File: config.mk
export PLATFORM = sky130hd
export DESIGN_NAME = ca4_top
export DESIGN_NICKNAME = d
export VERILOG_FILES = /design/src/rtl/ca4_top.sv
export SDC_FILE = /design/constraint.sdc
export NUM_CORES = 1
export LEC_CHECK = 0
export ABC_AREA = 1
export CORE_MARGIN = 5
export CORE_UTILIZATION = 30
export CTS_CLUSTER_DIAMETER = 200
export DETAILED_ROUTE_END_ITERATION = 8
export GPL_ROUTABILITY_DRIVEN = 0
export PLACE_DENSITY_LB_ADDON = 0.08
export SKIP_CTS_REPAIR_TIMING = 1
export SLEW_MARGIN = 25
export SYNTH_ARGS = -nofsm -noshare
export SYNTH_HDL_FRONTEND = slang
export SYNTH_SLANG_ARGS = --single-unit
export TNS_END_PERCENT = 10
File: constraint.sdc
create_clock -name clk -period 2.2 [get_ports clk]
set_input_delay 0.44 -clock clk [delete_from_list [all_inputs] [get_ports clk]]
set_output_delay 0.44 -clock clk [all_outputs]
set_load 0.01 [all_outputs]
File: src/rtl/ca4_top.sv
// Serial frame receiver/forwarder: start bit, LEN_W-bit length (MSB first),
// then the payload bits are forwarded to SerOut one clock late.
module ca4_top #(
  parameter int LEN_W = 4
) (
  input  logic clk,
  input  logic rst,
  input  logic SerIn,
  output logic SerOut
);

  typedef enum logic [1:0] {
    IDLE = 2'd0,
    LEN  = 2'd1,
    DATA = 2'd2
  } state_t;

  localparam logic [LEN_W-1:0] LAST_LEN_BIT = LEN_W'(LEN_W - 1);
  localparam logic [LEN_W-1:0] ONE          = LEN_W'(1);

  state_t           r_state;
  logic [LEN_W-1:0] r_len;
  logic [LEN_W-1:0] r_cnt;
  logic             r_serout;

  // Length value including the bit being sampled this cycle.
  logic [LEN_W-1:0] w_len_next;
  assign w_len_next = {r_len[LEN_W-2:0], SerIn};

  always_ff @(posedge clk or negedge rst) begin
    if (!rst) begin
      r_state  <= IDLE;
      r_len    <= '0;
      r_cnt    <= '0;
      r_serout <= 1'b0;
    end else begin
      r_serout <= 1'b0;
      case (r_state)
        IDLE: begin
          if (!SerIn) begin
            r_state <= LEN;
            r_cnt   <= '0;
          end
        end
        LEN: begin
          r_len <= w_len_next;
          if (r_cnt == LAST_LEN_BIT) begin
            r_cnt   <= '0;
            r_state <= (w_len_next == '0) ? IDLE : DATA;
          end else begin
            r_cnt <= r_cnt + ONE;
          end
        end
        DATA: begin
          // Payload is copied verbatim; a 0 here never restarts framing.
          r_serout <= SerIn;
          if (r_cnt == r_len - ONE) begin
            r_cnt   <= '0;
            r_state <= IDLE;
          end else begin
            r_cnt <= r_cnt + ONE;
          end
        end
        default: begin
          r_state <= IDLE;
          r_cnt   <= '0;
        end
      endcase
    end
  end

  assign SerOut = r_serout;

endmodule

* Word-level counts from Yosys, hierarchy flattened *
Cells that the tools add are included.

cells by class
  equal/unequal tests = 7
  add/subtract/negate cells = 2
  mux-type cells = 10
  reduce and logical (&&, ||, !) cells = 3

operators with widths
  kind                                                                number
  4-bit two-way mux                                                   3
  4-bit case mux with 3 select lines                                  1
  2-bit two-way mux                                                   4
  2-bit inequality test, second input constant                        3
  2-bit case mux with 3 select lines                                  1
  4-bit by 1-bit adder with 4-bit output, second input constant       1
  4-bit by 2-bit == test with 1-bit output, second input constant     1
  4-bit == test                                                       1
  4-bit logical NOT                                                   1
  4-bit by 1-bit subtractor with 4-bit output, second input constant  1
  3-bit AND reduction                                                 1
  2-bit by 1-bit == test with 1-bit output, second input constant     1
  2-bit == test, second input constant                                1
  2-bit logical NOT                                                   1
  1-bit two-way mux                                                   1

word-level totals
  output and inout port bits = 1
  register bits after elaboration = 11

* Depth between registers and ports, before layout *
  depth after elaboration = 4
  depth in mapped cells = 12
  gate-level depth less buffers = 12

* Worst setup path before layout *
No wires, ideal clock.

  kind = register -> register
  start point = register r_len[0]
  end point = register r_state[1]
  slack = 0.744 ns
  stages on the path, launching flop included = 13
  buffers on the path = 0
  arrival = 1.339 ns
  path through = dfrtp_1 > inv_2 > ha_1 > nand2_1 > inv_1 > nor2_1 > nand2_1 > nor2_1 > nand2_1 > nand2_2 > nand3_1 > nand2_1 > nand2_1

between the ends
  cells in the longest elaborated chain, start to end = 4
  elaborated cells between the ends (all ways) = 8
  those cells by class = 1 x add/sub; 2 x eq/ne; 3 x mux; 2 x reduce/logical

RTL lines
  what                                                                                        line    source
  from (decl)                                                                                 22      logic [LEN_W-1:0] r_len;
  from (signal assigned)                                                                      46      r_len <= w_len_next;
  4-bit by 1-bit subtractor with 4-bit output / 4-bit logical NOT (equally long branches)     57, 49
  4-bit == test / 2-bit two-way mux (equally long branches)                                   57, 49
  2-bit inequality test (no line) / 2-bit two-way mux (equally long branches)                 -
  3-bit AND reduction (no line) / 2-bit case mux with 3 select lines (equally long branches)  -
  to (signal assigned)                                                                        49      r_state <= (w_len_next == '0) ? IDLE : DATA;
  to (decl)                                                                                   21      state_t r_state;

Parallel ways exist; a longest one is shown, timed or not. The select of a mux whose other input is x is not followed.
A chain may end at the register's enable or synchronous reset.

* Final worst setup path *
Same ends and word-level chain as after synthesis.

==> impl_metrics.env <==
export IMPL_nets=113
export IMPL_hold_viol_final=0
export IMPL_rsz0062_at_grt="false"
export IMPL_die_h_um=58.1
export IMPL_syn_to_final_growth_pct=12.5
export IMPL_finClkSkew_ps=1.25
export IMPL_min_period_ps=1620
export IMPL_hold_path_class="input pin to asynchronous set/reset pin"
export IMPL_overflow=0
export IMPL_rr_endpoint="r_state[1]$_DFFE_PN0P_"
export IMPL_relSlewSlack=0.653
export IMPL_synth_nets=106
export IMPL_drc=0
export IMPL_slew_viol_final=0
export IMPL_syn_avg_cell_area_um2=7.07
export IMPL_core_area_um2=2210
export IMPL_cp_data_required_time_ps=2360
export IMPL_start_util=0.313
export IMPL_crit_type="register to register"
export IMPL_stdcell_area_um2=779
export IMPL_intPower_w=0.000498
export IMPL_powerDensity_nw_per_um2=1150
export IMPL_pwr_share_seq=0.352
export IMPL_yosys_warnings=0
export IMPL_ys_ff_latch=11
export IMPL_crit_buf_inv=2
export IMPL_drive_above_1_share=0.115
export IMPL_port_buffers=3
export IMPL_crit_start="r_len[0]$_DFFE_PN0P_"
export IMPL_vias=579
export IMPL_worst_slack_ps=575
export IMPL_dp_slack_ps=576
export IMPL_grt_pass1_wl_um=2530
export IMPL_dr_pass1_iters=4
export IMPL_rows=17
export IMPL_finalCritPeriodShare=0.739
export IMPL_n_antenna_cell=0
export IMPL_routed_via_density=4.39
export IMPL_mostFrequentLayoutCells="36 x nand2_1, 11 x dfrtp_1, 10 x inv_1, 10 x nand3_1, 7 x nor2_1"
export IMPL_crit_path_end_kind="register"
export IMPL_clockRootBuffer="clkbuf_4"
export IMPL_cts_buffers=3
export IMPL_place_area_um2=753
export IMPL_synth_cell_types=14
export IMPL_status="finished clean"
export IMPL_reg2reg_depth=12
export IMPL_r2r_start="r_len[0]$_DFFE_PN0P_"
export IMPL_gr_usage_all_layers=0.0988
export IMPL_crit_family="simple AND/OR/NAND/NOR gates"
export IMPL_grt_pass1_vias=583
export IMPL_die_w_um=58.1
export IMPL_clkSlewWorstSetupHoldPaths_ps=70
export IMPL_netlist_area_um2=693
export IMPL_cp_slowest_cell="dfrtp_1"
export IMPL_startpoint_type="register"
export IMPL_critPathMaxFanout=4
export IMPL_ys_seq_area_frac=0.397
export IMPL_max_slew_worst_pin_slew_ps=519
export IMPL_cp_cell_sequence="inv_2, ha_1, nand2_1, inv_1, nor2_1, nand2_1, nor2_1, nand2_1, nand2_2, nand3_1, nand2_1, nand2_1"
export IMPL_htreeDepth=1
export IMPL_crit_path_end="r_state[1]$_DFFE_PN0P_"
export IMPL_cts_sinks=11
export IMPL_path_common_cell="nand2_1"
export IMPL_fin_total_pwr_w=0.000894
export IMPL_tns_ps=0
export IMPL_final_common_cell="nand2_1"
export IMPL_dpl_hpwl_um=1060
export IMPL_vdd_drop_max_v=0.000406
export IMPL_leakage_nw=0.427
export IMPL_dieArea_um2=3370
export IMPL_cts_path_max_buffers=2
export IMPL_cp_arrival_ps=1790
export IMPL_cts_tree="done"
export IMPL_clk_latency_ps=270
export IMPL_antenna_found_initial=0
export IMPL_syn_inst=98
export IMPL_grt_max_degree=12
export IMPL_cp_num_cells=12
export IMPL_max_stage_delay_ps=430
export IMPL_netSwitchingFraction=0.443
export IMPL_clockPowerShare=0.156
export IMPL_ant_nets=0
export IMPL_p_switching_w=0.000396
export IMPL_setup_viol=0
export IMPL_drt_iter0_markers=5
export IMPL_maxCapViolations=0
export IMPL_wl_per_cell_um=10.1
export IMPL_routed_wl_um=1340
export IMPL_rrSetupSlack_ps=580
export IMPL_fmax_mhz=615
export IMPL_comb_power_share=0.492
export IMPL_top_level_ports=4
-- flip-flops by register name, indices dropped and copies added, names as in the netlist --
name     count
SerOut       1
r_cnt        4
r_len        4
r_state      2
-- worst min-delay path by stage --
stage	startpoint	endpoint	slack [ps]	cells after the start
final	rst	r_len[2]$_DFFE_PN0P_	510	1
after global routing	r_state[0]$_DFFE_PN0P_	r_state[0]$_DFFE_PN0P_	540	2
after global placement	r_state[1]$_DFFE_PN0P_	r_state[1]$_DFFE_PN0P_	500	2
after floorplan	rst	SerOut$_DFF_PN0_	140	0
after detailed placement	r_state[1]$_DFFE_PN0P_	r_state[1]$_DFFE_PN0P_	490	2
after CTS	r_state[1]$_DFFE_PN0P_	r_state[1]$_DFFE_PN0P_	510	2
-- stage by stage --
stage                     cells   util  hold slack (ps)
after detailed placement    128  0.340              493
after CTS                   132  0.352              510
after global placement      128  0.340              495
after floorplan              98      -              144
after global routing        132  0.352              539
final                       132  0.352              506
-- Yosys cell counts, drive strengths merged --
cell type / number / area share
nor2: 8 / 0.047
nand2: 39 / 0.22
a21boi: 1 / 0.011
o21ai: 4 / 0.029
inv: 15 / 0.081
dfrtp: 11 / 0.40
buf: 1 / 0.0072
nand4: 2 / 0.018
ha: 5 / 0.090
nand3: 10 / 0.072
xor2: 2 / 0.025
-- routing by layer --
| metal | GRT usage | up-vias | wire length (um) |
|---|---|---|---|
| li1 | - | 315 | - |
| met5 | 0 | - | 0 |
| met2 | 0.148 | 6 | 588 |
| met4 | 0.0596 | 0 | 32 |
| met3 | 0.0200 | 4 | 48 |
| met1 | 0.129 | 254 | 667 |
-- final cells by class --
cell class | count | area [um2]
clock buffer | 4 | 26.3
timing repair buffer | 3 | 30.0
fill | 233 | 1430
inverter | 15 | 56.3
tap | 28 | 35.0
multi-input combinational | 71 | 357
sequential | 11 | 275
-- power groups by stage --
stage	Clock (W)	Sequential (W)	Combinational, W
after CTS	0.000147	0.000315	0.000447
after global placement	0	0.000320	0.000450
after detailed placement	0	0.000320	0.000445
final	0.000140	0.000314	0.000440
after floorplan	0	0.000307	0.000359
after global routing	0.000157	0.000324	0.000532
-- kinds of logic (layout without fill, tap and decap cells) --
kind of cell               Yosys count  after routing  synth area share
and+or+nand+nor                     59             59             0.359
AOI/OAI and AO/OA                    5              5            0.0397
adders and majority gates            5              5            0.0903
DFF                                 11             11             0.397
xor gates and xnor gates             2              2            0.0253
buffers and inverters               16             22            0.0884
Note: power is estimated with default switching activity, not from simulation.
